--- src/rtl/ram_bus_port_pkg.sv ---
// Shared definitions for the RAM bus port: state encoding and default bus/address widths.
package ram_bus_port_pkg;

  localparam int unsigned DEFAULT_WORD_WIDTH = 32;
  localparam int unsigned DEFAULT_ADDR_WIDTH = 16;

  typedef logic [1:0] state_t;

  localparam state_t IDLE    = 2'd0;
  localparam state_t RD_WAIT = 2'd1;
  localparam state_t WR_WAIT = 2'd2;

endpackage

--- src/rtl/ram_bus_port.sv ---
// Memory-side stage between the wired-OR data bus and the RAM array; sequences ready-handshaked
// reads/writes. Define RAM_TIMEOUT_EN to enable the mem_ready wait timeout and sticky err flag.
module ram_bus_port
  import ram_bus_port_pkg::*;
#(
  parameter int unsigned word_width     = DEFAULT_WORD_WIDTH,
  parameter int unsigned addr_width     = DEFAULT_ADDR_WIDTH,
  parameter int unsigned timeout_cycles = 255
) (
  input  logic                  clk,
  input  logic                  rst_n,
  input  logic [word_width-1:0] addr_in,
  input  logic [word_width-1:0] bus_in,
  input  logic                  rd_req,
  input  logic                  wr_req,
  input  logic                  drive_en,
  output logic [word_width-1:0] bus_out,
  output logic                  busy,
  output logic                  done,
  output logic [addr_width-1:0] mem_addr,
  output logic [word_width-1:0] mem_wdata,
  input  logic [word_width-1:0] mem_rdata,
  output logic                  mem_rd,
  output logic                  mem_wr,
  input  logic                  mem_ready,
  output logic                  err
);

  state_t                  state_q, state_d;
  logic [word_width-1:0]   data_q, data_d;
  logic [word_width-1:0]   wdata_q, wdata_d;
  logic [addr_width-1:0]   addr_q, addr_d;
  logic                    mem_rd_q, mem_rd_d;
  logic                    mem_wr_q, mem_wr_d;
  logic                    done_q, done_d;

`ifdef RAM_TIMEOUT_EN
  localparam logic [7:0] TIMEOUT_LAST = 8'(timeout_cycles - 1);

  logic [7:0] cnt_q, cnt_d;
  logic       err_q, err_d;
`endif

  always_comb begin
    state_d  = state_q;
    data_d   = data_q;
    wdata_d  = wdata_q;
    addr_d   = addr_q;
    mem_rd_d = mem_rd_q;
    mem_wr_d = mem_wr_q;
    done_d   = 1'b0;
`ifdef RAM_TIMEOUT_EN
    cnt_d    = cnt_q;
    err_d    = err_q;
`endif

    case (state_q)
      IDLE: begin
        // Write wins over a simultaneous read; the read request is simply dropped.
        if (wr_req) begin
          addr_d   = addr_in[addr_width-1:0];
          wdata_d  = bus_in;
          mem_wr_d = 1'b1;
          state_d  = WR_WAIT;
`ifdef RAM_TIMEOUT_EN
          cnt_d    = '0;
`endif
        end else if (rd_req) begin
          addr_d   = addr_in[addr_width-1:0];
          mem_rd_d = 1'b1;
          state_d  = RD_WAIT;
`ifdef RAM_TIMEOUT_EN
          cnt_d    = '0;
`endif
        end
      end
      RD_WAIT, WR_WAIT: begin
        if (mem_ready) begin
          if (state_q == RD_WAIT) data_d = mem_rdata;
          mem_rd_d = 1'b0;
          mem_wr_d = 1'b0;
          done_d   = 1'b1;
          state_d  = IDLE;
        end
`ifdef RAM_TIMEOUT_EN
        else if (cnt_q == TIMEOUT_LAST) begin
          if (state_q == RD_WAIT) data_d = '1;
          mem_rd_d = 1'b0;
          mem_wr_d = 1'b0;
          done_d   = 1'b1;
          err_d    = 1'b1;
          state_d  = IDLE;
        end else begin
          cnt_d = cnt_q + 8'd1;
        end
`endif
      end
      default: begin
        mem_rd_d = 1'b0;
        mem_wr_d = 1'b0;
        state_d  = IDLE;
      end
    endcase
  end

  always_ff @(posedge clk or negedge rst_n) begin
    if (!rst_n) begin
      state_q  <= IDLE;
      data_q   <= '0;
      wdata_q  <= '0;
      addr_q   <= '0;
      mem_rd_q <= 1'b0;
      mem_wr_q <= 1'b0;
      done_q   <= 1'b0;
    end else begin
      state_q  <= state_d;
      data_q   <= data_d;
      wdata_q  <= wdata_d;
      addr_q   <= addr_d;
      mem_rd_q <= mem_rd_d;
      mem_wr_q <= mem_wr_d;
      done_q   <= done_d;
    end
  end

`ifdef RAM_TIMEOUT_EN
  always_ff @(posedge clk or negedge rst_n) begin
    if (!rst_n) begin
      cnt_q <= '0;
      err_q <= 1'b0;
    end else begin
      cnt_q <= cnt_d;
      err_q <= err_d;
    end
  end

  assign err = err_q;
`else
  logic unused_timeout;
  assign unused_timeout = ^32'(timeout_cycles);
  assign err = 1'b0;
`endif

  if (word_width > addr_width) begin : g_unused_addr
    logic unused_addr_hi;
    assign unused_addr_hi = ^addr_in[word_width-1:addr_width];
  end

  // Wired-OR bus: contribute zero whenever the control unit is not selecting us.
  assign bus_out   = drive_en ? data_q : '0;
  assign busy      = (state_q != IDLE);
  assign done      = done_q;
  assign mem_addr  = addr_q;
  assign mem_wdata = wdata_q;
  assign mem_rd    = mem_rd_q;
  assign mem_wr    = mem_wr_q;

endmodule

--- config.mk ---
export PLATFORM = sky130hd
export DESIGN_NAME = ram_bus_port
export DESIGN_NICKNAME = d
export VERILOG_FILES = /design/src/rtl/ram_bus_port_pkg.sv /design/src/rtl/ram_bus_port.sv
export SDC_FILE = /design/constraint.sdc
export NUM_CORES = 1
export LEC_CHECK = 0
export CORE_MARGIN = 2
export CORE_UTILIZATION = 39
export DETAILED_ROUTE_END_ITERATION = 7
export GPL_TIMING_DRIVEN = 0
export HOLD_SLACK_MARGIN = 0.05
export PLACE_DENSITY_LB_ADDON = 0.08
export SYNTH_ARGS = -nofsm -noshare
export SYNTH_HDL_FRONTEND = slang
export SYNTH_SLANG_ARGS = --single-unit
--- constraint.sdc ---
create_clock -name clk -period 1.7 [get_ports clk]
set_input_delay 0.34 -clock clk [delete_from_list [all_inputs] [get_ports clk]]
set_output_delay 0.34 -clock clk [all_outputs]
set_load 0.01 [all_outputs]
==> results of run 1 <==
## per-stage QoR
| step | hold WS, ns | instances | TNS (ns) | utilization [%] |
|---|---|---|---|---|
| 2_1_floorplan | 0.0444 | 234 | 0 | - |
| 3_3_place_gp | 0.475 | 510 | -262.89 | 61.2 |
| 3_5_place_dp | 0.303 | 511 | -20.41 | 61.5 |
| 4_1_cts | 0.280 | 527 | 0 | 64.1 |
| 5_1_grt | 0.298 | 527 | 0 | 64.1 |
| 6_report | 0.294 | 527 | 0 | 64.1 |
## report_power, final
group          internal, mW  switching [mW]
clock network         0.813           0.691
registers              3.05           0.470
logic                  2.73            1.57
## synthesized netlist by cell type
cell / count
nor2b_1: 1
nand2_4: 1
buf_4: 4
clkbuf_1: 3
buf_2: 3
and2_1: 33
a21oi_1: 3
nand2_1: 1
o21ai_4: 1
buf_12: 1
buf_6: 1
nand3b_1: 1
inv_1: 3
a31oi_1: 1
mux2_2: 68
a2bb2oi_1: 1
mux2_4: 10
nor2_1: 4
dfrtp_1: 85
nand2b_1: 1
ha_1: 3
o22ai_1: 2
conb_1: 1
mux2_1: 2
## logic make-up (layout without fill, tap and decap cells)
| group | after synthesis | in the layout | share of synthesized area [%] |
|---|---|---|---|
| buf+inv | 15 | 200 | 2.81 |
| mux | 80 | 80 | 26.7 |
| flops | 85 | 85 | 60.4 |
| fa+ha+maj | 3 | 3 | 1.07 |
| simple gates | 42 | 42 | 7.29 |
| other cells | 1 | 1 | 0.107 |
| compound gates | 8 | 8 | 1.67 |
## final cells by class
type                    count  area (µm²)  area share, %
plain buffers              12         125           2.24
clock buffers              10         128           2.28
clock inverters             4        75.1           1.34
inverters                   3        11.3          0.201
multi-input cells         134        1310           23.4
flip-flops and latches     85        2130           38.0
well taps                 108         135           2.42
repair buffers            171        1680           30.1
## state kept, by name, summed over array words and instances (netlist names)
signal	count
done	1
mem_addr	16
state_q	2
mem_wdata	32
mem_rd	1
data_q	32
mem_wr	1
## what timing repair did
item | CTS | global route
setup buffers | 1 | 0
resized for setup | 50 | 8
hold buffers | 1 | 0
hold endpoints to repair | 28 | 0
endpoints found under the setup margin | 33 | 31
## path summary, 6_finish.rpt
kind | from | to | slack, ns | depth (start not counted)
max in group asynchronous | rst_n | mem_wdata[20]$_DFFE_PN0P_ | 0.62 | 3
hold / removal | wr_req | mem_wr$_DFFE_PN0P_ | 0.29 | 3
setup / recovery | mem_rd$_DFFE_PN0P_ | mem_rd | 0.10 | 1
hold reg to reg | data_q[29]$_DFFE_PN0P_ | data_q[29]$_DFFE_PN0P_ | 0.50 | 1
min in group asynchronous | rst_n | mem_wdata[25]$_DFFE_PN0P_ | 0.46 | 2
setup reg to reg | state_q[1]$_DFFE_PN0P_ | mem_addr[12]$_DFFE_PN0P_ | 0.16 | 6
## layer usage
layer	up-vias	global-route usage, %	share of wire (%)
met1	1208	21.3	41
met2	88	27.1	50
met3	7	5.46	8.2
li1	1152	-	-
met4	0	6.01	1.0
met5	-	0	0
## worst register-to-register path, stage by stage, from the launching register on
cell and delay [ns]:
dfrtp_1 0.38, inv_2 0.08, buf_4 0.13, ha_1 0.24, o21ai_4 0.14, buf_12 0.18, mux2_4 0.29
==> summary.md, run 1 <==
| Metric | Value |
|---|---|
| DRT antenna net count | 0 |
| Die area | 9800 µm² |
| PnR worst setup slack | 0.101 ns |
| Initial Utilization | 40.4% |
| Cell taking the most area after synthesis | dfrtp_1 |
| CTS clk-pin slew, worst paths | 0.08 ns |
| Critical Path Sink Type | output port |
| Filler cell count | 696 |
| # rows | 34 |
| Worst hold path type | in2reg |
| Power Density | 1670 nW/µm² |
| Cell Chain, Critical Path | clkdlybuf4s50_1 |
| Status | completed |
| Most frequent cells in the layout | 133 x clkdlybuf4s50_1, 85 x dfrtp_1, 68 x mux2_2, 33 x and2_1, 32 x dlygate4sd2_1 |
| Buf+Inv Stages, Crit Path | 1 |
| Post-Syn Instances | 234 |
| Max Fclk | 625 MHz |
| Clock sink count | 85 |
| Placed Area | 5360 µm² |
| Final hold vios | 0 |
| Worst path arrival time | 1.26 ns |
| Main area contributors after synthesis | dfrtp_1 60%, mux2_2 22%, and2_1 5.9% |
| Total of warnings raised by yosys | 0 |
| Setup slack at placement | -0.568 ns |
| Worst-case clock buffer depth | 2 |
| Core area | 8720 µm² |
| Worst-case clock skew | 0.0107 ns |
| Top Family by Delay on Critical Path | buffers and inverters |
| Clock Latency Late Sink | 0.34 ns |
| Cell variety after synth | 24 |
| Post-Syn Area | 3520 µm² |
| Sequential fraction of the synthesis area | 60.4% |
| Total power | 9.32 mW |
| DP HPWL | 5950 µm |
| Drt pass-1 iters | 4 |
| CTS tree | built |
| Iteration-0 DRC count of the detailed router | 78 |
| Slowest cell on the critical path | clkdlybuf4s50_1 |
| I/O pins | 187 |
| Routed wire length | 7950 µm |
| CP Max Fanout | 2 |
| Gpl congestion | 0.779 |
| Average cell area after synthesis | 15.0 µm² |
| Initial antenna violation count | 0 |
| Final nets | 521 |
| DIE WIDTH | 99.0 µm |
| RSZ-0062 raised after global routing | no |
| Max Cap Violations | 0 |
| Global-route wire length before repair | 13,000 µm |
| Root Driver | clkbuf_8 |
| Most common cell after layout, fill and taps aside | clkdlybuf4s50_1 |
| Via density | 4.66 |
| Num CTS Buffers | 9 |
| Final setup fails | 0 |
| Via count | 2,455 |
| WS Path Type | reg2out |
| Crit start category | flip-flop |
| Worst VDD drop | 0.906 mV |
| Leak | 2.49 nW |
| Max incr delay on CP | 0.56 ns |
| H-tree depth | 3 |
| Largest net degree at the start of global routing | 58 |
| Port Buf Inserts | 168 |
| Synth top area share | 60.4% |
| DIE HEIGHT | 99.0 µm |
| Overflow after GRT | 0 |
| Number of synthesized register bits | 85 |
| Final instance area | 5590 µm² |
| Vias in the first global route | 2,597 |
| Tmin final | 1.60 ns |
| Syn nets | 339 |
| DRC | 0 |
| Area added between synthesis and finish | 58.8% |
| Wire length per cell | 15.1 µm |
| Critical Path RT | 1.36 ns |
| Max Slew Vio Count | 0 |
| Final cycle utilization of the critical path | 94.0% |
| Total track usage | 16.8% |
| Ant diodes | 0 |
| Share of cells above drive strength 1 | 27.2% |
Power figures use the tool's default switching activity.
==> run 2, diff against run 1 <==
--- a/config.mk
+++ b/config.mk
@@ -8,9 +8,9 @@
 export CORE_MARGIN = 2
 export CORE_UTILIZATION = 39
 export DETAILED_ROUTE_END_ITERATION = 7
-export GPL_TIMING_DRIVEN = 0
 export HOLD_SLACK_MARGIN = 0.05
 export PLACE_DENSITY_LB_ADDON = 0.08
+export SLEW_MARGIN = 20
 export SYNTH_ARGS = -nofsm -noshare
 export SYNTH_HDL_FRONTEND = slang
 export SYNTH_SLANG_ARGS = --single-unit
==> summary.md, run 2 (synthesis results as in run 1) <==
| Metric | Value |
|---|---|
| Filler cell count | 687 (-1.3%) |
| Via density | 4.65 (-0.12%) |
| Top Family by Delay on Critical Path | buffers and inverters |
| Most common cell after layout, fill and taps aside | clkdlybuf4s50_1 |
| Max Cap Violations | 0 (unchanged) |
| Tmin final | 1.60 ns (-0.00223 ns) |
| Buf+Inv Stages, Crit Path | 1 (unchanged) |
| Area added between synthesis and finish | 61.7% |
| Cell Chain, Critical Path | clkdlybuf4s50_1 |
| Worst hold path type | in2async |
| Global-route wire length before repair | 13,400 µm (+3.4%) |
| Root Driver | clkbuf_8 |
| Critical Path Sink Type | output port |
| WS Path Type | reg2out |
| # rows | 34 (unchanged) |
| Crit start category | flip-flop |
| Ant diodes | 0 (unchanged) |
| Max incr delay on CP | 0.54 ns (-0.02 ns) |
| Leak | 2.55 nW (+2.3%) |
| Wire length per cell | 15.3 µm (+1.2%) |
| Drt pass-1 iters | 4 (unchanged) |
| CP Max Fanout | 2 (unchanged) |
| Clock Latency Late Sink | 0.35 ns (about the same) |
| Iteration-0 DRC count of the detailed router | 31 (-60%) |
| Critical Path RT | 1.36 ns (about the same) |
| Port Buf Inserts | 169 (+0.60%) |
| CTS tree | built |
| Setup slack at placement | -0.357 ns (+0.211 ns) |
| I/O pins | 187 (unchanged) |
| Most frequent cells in the layout | 134 x clkdlybuf4s50_1, 85 x dfrtp_1, 68 x mux2_2, 33 x and2_1, 32 x dlygate4sd2_1 |
| Largest net degree at the start of global routing | 40 (-31%) |
| Initial antenna violation count | 0 (unchanged) |
| Max Fclk | 626 MHz (+0.14%) |
| Total track usage | 17.4% (+0.59 points) |
| PnR worst setup slack | 0.103 ns (+0.00223 ns) |
| Final hold vios | 0 (unchanged) |
| Initial Utilization | 40.4% (unchanged) |
| DIE WIDTH | 99.0 µm (unchanged) |
| Final nets | 522 (+0.19%) |
| Final setup fails | 0 (unchanged) |
| Core area | 8720 µm² (unchanged) |
| Share of cells above drive strength 1 | 26.5% (-0.67 points) |
| Vias in the first global route | 2,730 (+5.1%) |
| Num CTS Buffers | 9 (unchanged) |
| Worst VDD drop | 0.881 mV (-2.8%) |
| Overflow after GRT | 0 (unchanged) |
| DP HPWL | 6050 µm (+1.6%) |
| Final cycle utilization of the critical path | 93.9% (-0.13 points) |
| Slowest cell on the critical path | clkdlybuf4s50_1 |
| Power Density | 1700 nW/µm² (+2.0%) |
| DRT antenna net count | 0 (unchanged) |
| H-tree depth | 3 (unchanged) |
| Die area | 9800 µm² (unchanged) |
| RSZ-0062 raised after global routing | no |
| Routed wire length | 8090 µm (+1.8%) |
| Worst path arrival time | 1.26 ns (about the same) |
| R2r setup slk | 0.19 ns (+0.03 ns) |
| Status | completed |
| CTS clk-pin slew, worst paths | 0.09 ns (about the same) |
| Worst-case clock buffer depth | 2 (unchanged) |
| Max Slew Vio Count | 0 (unchanged) |
| Via count | 2,466 (+0.45%) |
| Clock sink count | 85 (unchanged) |
| DIE HEIGHT | 99.0 µm (unchanged) |
| DRC | 0 (unchanged) |
| Worst-case clock skew | 0.0143 ns (+0.00360 ns) |
| Final core utilization | 65.3% (+1.1 points) |
| Gpl congestion | 0.789 (+1.3%) |
==> run 2: cell count changes in the layout (fill, tap and decap cells not counted), sizes merged <==
cell	delta
clkbuf	-4
buf	+3
bufinv	+2
bufbuf	+1
clkdlybuf4s50	+1
==> run 2: final timing paths <==
| kind | from | to | cells past startpoint |
|---|---|---|---|
| setup / recovery | mem_addr[11]$_DFFE_PN0P_ | mem_addr[11] | 1 |
| hold / removal | rst_n | mem_wdata[25]$_DFFE_PN0P_ | 2 |
| setup reg to reg | state_q[1]$_DFFE_PN0P_ | data_q[28]$_DFFE_PN0P_ | 6 |
| hold reg to reg | mem_wdata[25]$_DFFE_PN0P_ | mem_wdata[25]$_DFFE_PN0P_ | 1 |
| max in group asynchronous | rst_n | data_q[28]$_DFFE_PN0P_ | 3 |
| min in group clk | mem_wdata[25]$_DFFE_PN0P_ | mem_wdata[25]$_DFFE_PN0P_ | 1 |
==> run 2: metal layers <==
layer / up-vias / track usage, % / routed length, µm
met1: 1204 / 20.9 / 3190
met2: 92 / 28.7 / 4060
met3: 10 / 5.96 / 718
met5: - / 0 / 0
li1: 1160 / - / -
met4: 0 / 7.17 / 123
==> run 2: power by group <==
part	internal (mW)	total [mW]	switching (mW)	leakage [nW]
registers	3.05	3.53	0.478	1.01
clock network	1.13	1.83	0.704	0.123
logic	2.76	4.32	1.56	1.42
==> run 2: metrics by stage <==
step	hold slack (ns)	TNS [ns]	instances	total power, mW	cell area, µm²
floorplan	0.0444	0	234	5.68	3520
global placement	0.249	-10.43	512	7.99	5430
detailed placement	0.260	-10.52	512	8.11	5430
CTS	0.413	0	530	9.85	5700
global route	0.431	0	530	10.3	5690
finish	0.422	0	530	9.68	5690
==> run 2: worst register-to-register path: stages (launching register included) <==
cell	delay [ns]
dfrtp_1	0.33
inv_1	0.05
buf_4	0.14
ha_1	0.17
nand2_1	0.10
buf_12	0.21
mux2_2	0.39
==> run 2: area by class of cell <==
cell class | count | area [µm²] | share of cell area [%]
Tap cell | 108 | 135 | 2.37
Timing Repair Buffer | 184 | 1860 | 32.7
Inverter | 3 | 11.3 | 0.198
Clock buffer | 10 | 128 | 2.24
Clock inverter | 6 | 135 | 2.37
Sequential cell | 85 | 2130 | 37.4
Multi-Input combinational cell | 134 | 1290 | 22.8
==> run 2: repair_timing <==
item,in CTS,in global routing
hold buffers,1,0
setup endpoints to repair,33,1
gates resized for setup,38,1
setup buffers,0,0
endpoints found under the hold margin,18,0
cloned,1,0
==> run 3, diff against run 2 <==
--- a/config.mk
+++ b/config.mk
@@ -9,7 +9,7 @@
 export CORE_UTILIZATION = 39
 export DETAILED_ROUTE_END_ITERATION = 7
 export HOLD_SLACK_MARGIN = 0.05
-export PLACE_DENSITY_LB_ADDON = 0.08
+export PLACE_DENSITY = 0.9
 export SLEW_MARGIN = 20
 export SYNTH_ARGS = -nofsm -noshare
 export SYNTH_HDL_FRONTEND = slang
==> summary.md, run 3 (synthesis results as in run 1) <==
| Metric | Value |
|---|---|
| Clock sink count | 85 (unchanged) |
| Area added between synthesis and finish | 59.8% |
| PnR worst setup slack | 0.0911 ns (-0.0124 ns) |
| Clock Power Share | 14.9% (-4.0 points) |
| DIE WIDTH | 99.0 µm (unchanged) |
| Routed wire length | 8530 µm (+5.4%) |
| Port Buf Inserts | 169 (unchanged) |
| Power Density | 1660 nW/µm² (-2.6%) |
| I/O pins | 187 (unchanged) |
| Setup TNS | 0 ns (unchanged) |
| Sw frac | 30.0% (+1.6 points) |
| Initial antenna violation count | 0 (unchanged) |
| Setup slack at placement | -0.360 ns (-0.00331 ns) |
| Total track usage | 17.6% (+0.18 points) |
| CTS clk-pin slew, worst paths | 0.08 ns (about the same) |
| Via density | 4.67 (+0.38%) |
| Share of cells above drive strength 1 | 25.9% (-0.64 points) |
| Total power | 9.32 mW (-3.7%) |
| Max Fclk | 622 MHz (-0.77%) |
| Largest net degree at the start of global routing | 86 (+110%) |
| Worst-case clock skew | 0.0132 ns (-0.00108 ns) |
| Num CTS Buffers | 9 (unchanged) |
| Overflow after GRT | 0 (unchanged) |
| Status | completed |
| RSZ-0062 raised after global routing | no |
| Final nets | 518 (-0.77%) |
| Tmin final | 1.61 ns (+0.0124 ns) |
| CP Max Fanout | 16 (+14) |
| Worst-case clock buffer depth | 2 (unchanged) |
| Drt pass-1 iters | 4 (unchanged) |
| Via count | 2,452 (-0.57%) |
| Multi-input logic area | 1290 µm² (unchanged) |
| DRC | 0 (unchanged) |
| Final cycle utilization of the critical path | 94.6% (+0.73 points) |
| Clock Latency Late Sink | 0.34 ns (about the same) |
| Comb pwr share | 47.1% (+2.5 points) |
| Max Cap Violations | 0 (unchanged) |
| Buf+Inv Stages, Crit Path | 3 (+2) |
| Sw power | 2.79 mW (+1.7%) |
| Ant diodes | 0 (unchanged) |
| Most common cell after layout, fill and taps aside | clkdlybuf4s50_1 |
| Leak | 2.62 nW (+2.7%) |
| Crit start category | primary input |
| Final instance area | 5630 µm² (-1.1%) |
| Worst path arrival time | 1.27 ns (about the same) |
| Wire length per cell | 16.2 µm (+6.4%) |
| DIE HEIGHT | 99.0 µm (unchanged) |
| Die area | 9800 µm² (unchanged) |
| Placed Area | 5400 µm² (-0.55%) |
| DRT antenna net count | 0 (unchanged) |
| Final hold vios | 0 (unchanged) |
| Cell Chain, Critical Path | clkdlybuf4s15_2, bufbuf_16, and2_1, dlygate4sd2_1 |
| H-tree depth | 3 (unchanged) |
| DP HPWL | 6150 µm (+1.6%) |
| Critical Path Sink Type | output port |
| Seq pwr share | 38.0% (+1.5 points) |
| Global-route wire length before repair | 13,600 µm (+1.2%) |
| Final setup fails | 0 (unchanged) |
| Worst VDD drop | 0.888 mV (+0.85%) |
| Gpl congestion | 0.736 (-6.8%) |
| Max Slew Vio Count | 0 (unchanged) |
| Slowest cell on the critical path | dlygate4sd2_1 |
| Register Area | 2130 µm² (unchanged) |
| Core area | 8720 µm² (unchanged) |
| Iteration-0 DRC count of the detailed router | 65 (+110%) |
| Final core utilization | 64.5% (-0.75 points) |
| Root Driver | clkbuf_8 |
| Worst hold path type | reg2reg |
| Max incr delay on CP | 0.29 ns (-0.25 ns) |
| Filler cell count | 702 (+2.2%) |
| Initial Utilization | 40.4% (unchanged) |
| Critical Path RT | 1.36 ns (about the same) |
| WS Path Type | in2out |
| CTS tree | built |
| Vias in the first global route | 2,742 (+0.44%) |
| Int Power | 6.53 mW (-5.9%) |
| Most frequent cells in the layout | 134 x clkdlybuf4s50_1, 85 x dfrtp_1, 68 x mux2_2, 33 x and2_1, 22 x dlygate4sd2_1 |
| # rows | 34 (unchanged) |
| Top Family by Delay on Critical Path | buffers and inverters |
-- run 3: changes by cell type in the layout (fill, tap and decap cells not counted), moves of 2 or more --
cell and change:
dlygate4sd2_1 -10, dlymetal6s2s_1 +10, buf_4 -4, bufinv_16 -3
clkinv_2 +2, clkinvlp_4 -2
-- run 3: area by class of cell --
cell class	count	share of cell area, %
Multi-Input combinational cell	134	23.0
Clock inverter	4	0.867
Timing Repair Buffer	180	33.2
Tap cell	108	2.40
Clock buffer	11	2.51
Sequential cell	85	37.8
Inverter	3	0.200
-- run 3: worst paths after layout --
check                                            start                   endpoint  slack (ns)  cells after the start
worst max-delay path                          drive_en                bus_out[16]        0.09                      4
worst min-delay path             data_q[2]$_DFFE_PN0P_      data_q[2]$_DFFE_PN0P_        0.50                      1
worst max register to register  state_q[0]$_DFFE_PN0P_  mem_wdata[28]$_DFFE_PN0P_        0.22                      6
max in group asynchronous                        rst_n   mem_addr[11]$_DFFE_PN0P_        0.78                      3
worst min register to register   data_q[2]$_DFFE_PN0P_      data_q[2]$_DFFE_PN0P_        0.50                      1
min in group asynchronous                        rst_n      data_q[9]$_DFFE_PN0P_        0.58                      3
-- run 3: routing by layer --
layer / vias up / part of all wire, % / GRT usage [%]
met5: - / 0 / 0
met4: 0 / 0.67 / 4.00
met3: 6 / 8.0 / 6.10
met2: 96 / 53 / 31.8
met1: 1201 / 38 / 19.9
li1: 1149 / - / -
-- run 3: per-stage QoR --
| step | cells | hold slack (ns) |
|---|---|---|
| 2_1_floorplan | 234 | 0.0444 |
| 4_1_cts | 525 | 0.505 |
| 5_1_grt | 525 | 0.521 |
| 6_report | 525 | 0.502 |
| 3_5_place_dp | 508 | 0.413 |
| 3_3_place_gp | 508 | 0.410 |
-- run 3: repair_timing --
action                     in CTS  in global routing
setup buffers                   0                  0
hold buffers                    1                  0
gates cloned                    1                  0
setup endpoints to repair      33                 11
resized for setup              28                 11
pin swaps                       0                  0
hold endpoints to repair       54                  0
-- run 3: power groups by stage --
stage / clock network [mW] / registers (mW) / logic, mW
floorplan: 0 / 3.78 / 1.90
global placement: 0 / 3.50 / 4.42
detailed placement: 0 / 3.58 / 4.55
CTS: 1.45 / 3.55 / 4.47
global route: 1.53 / 3.67 / 4.68
finish: 1.39 / 3.54 / 4.38
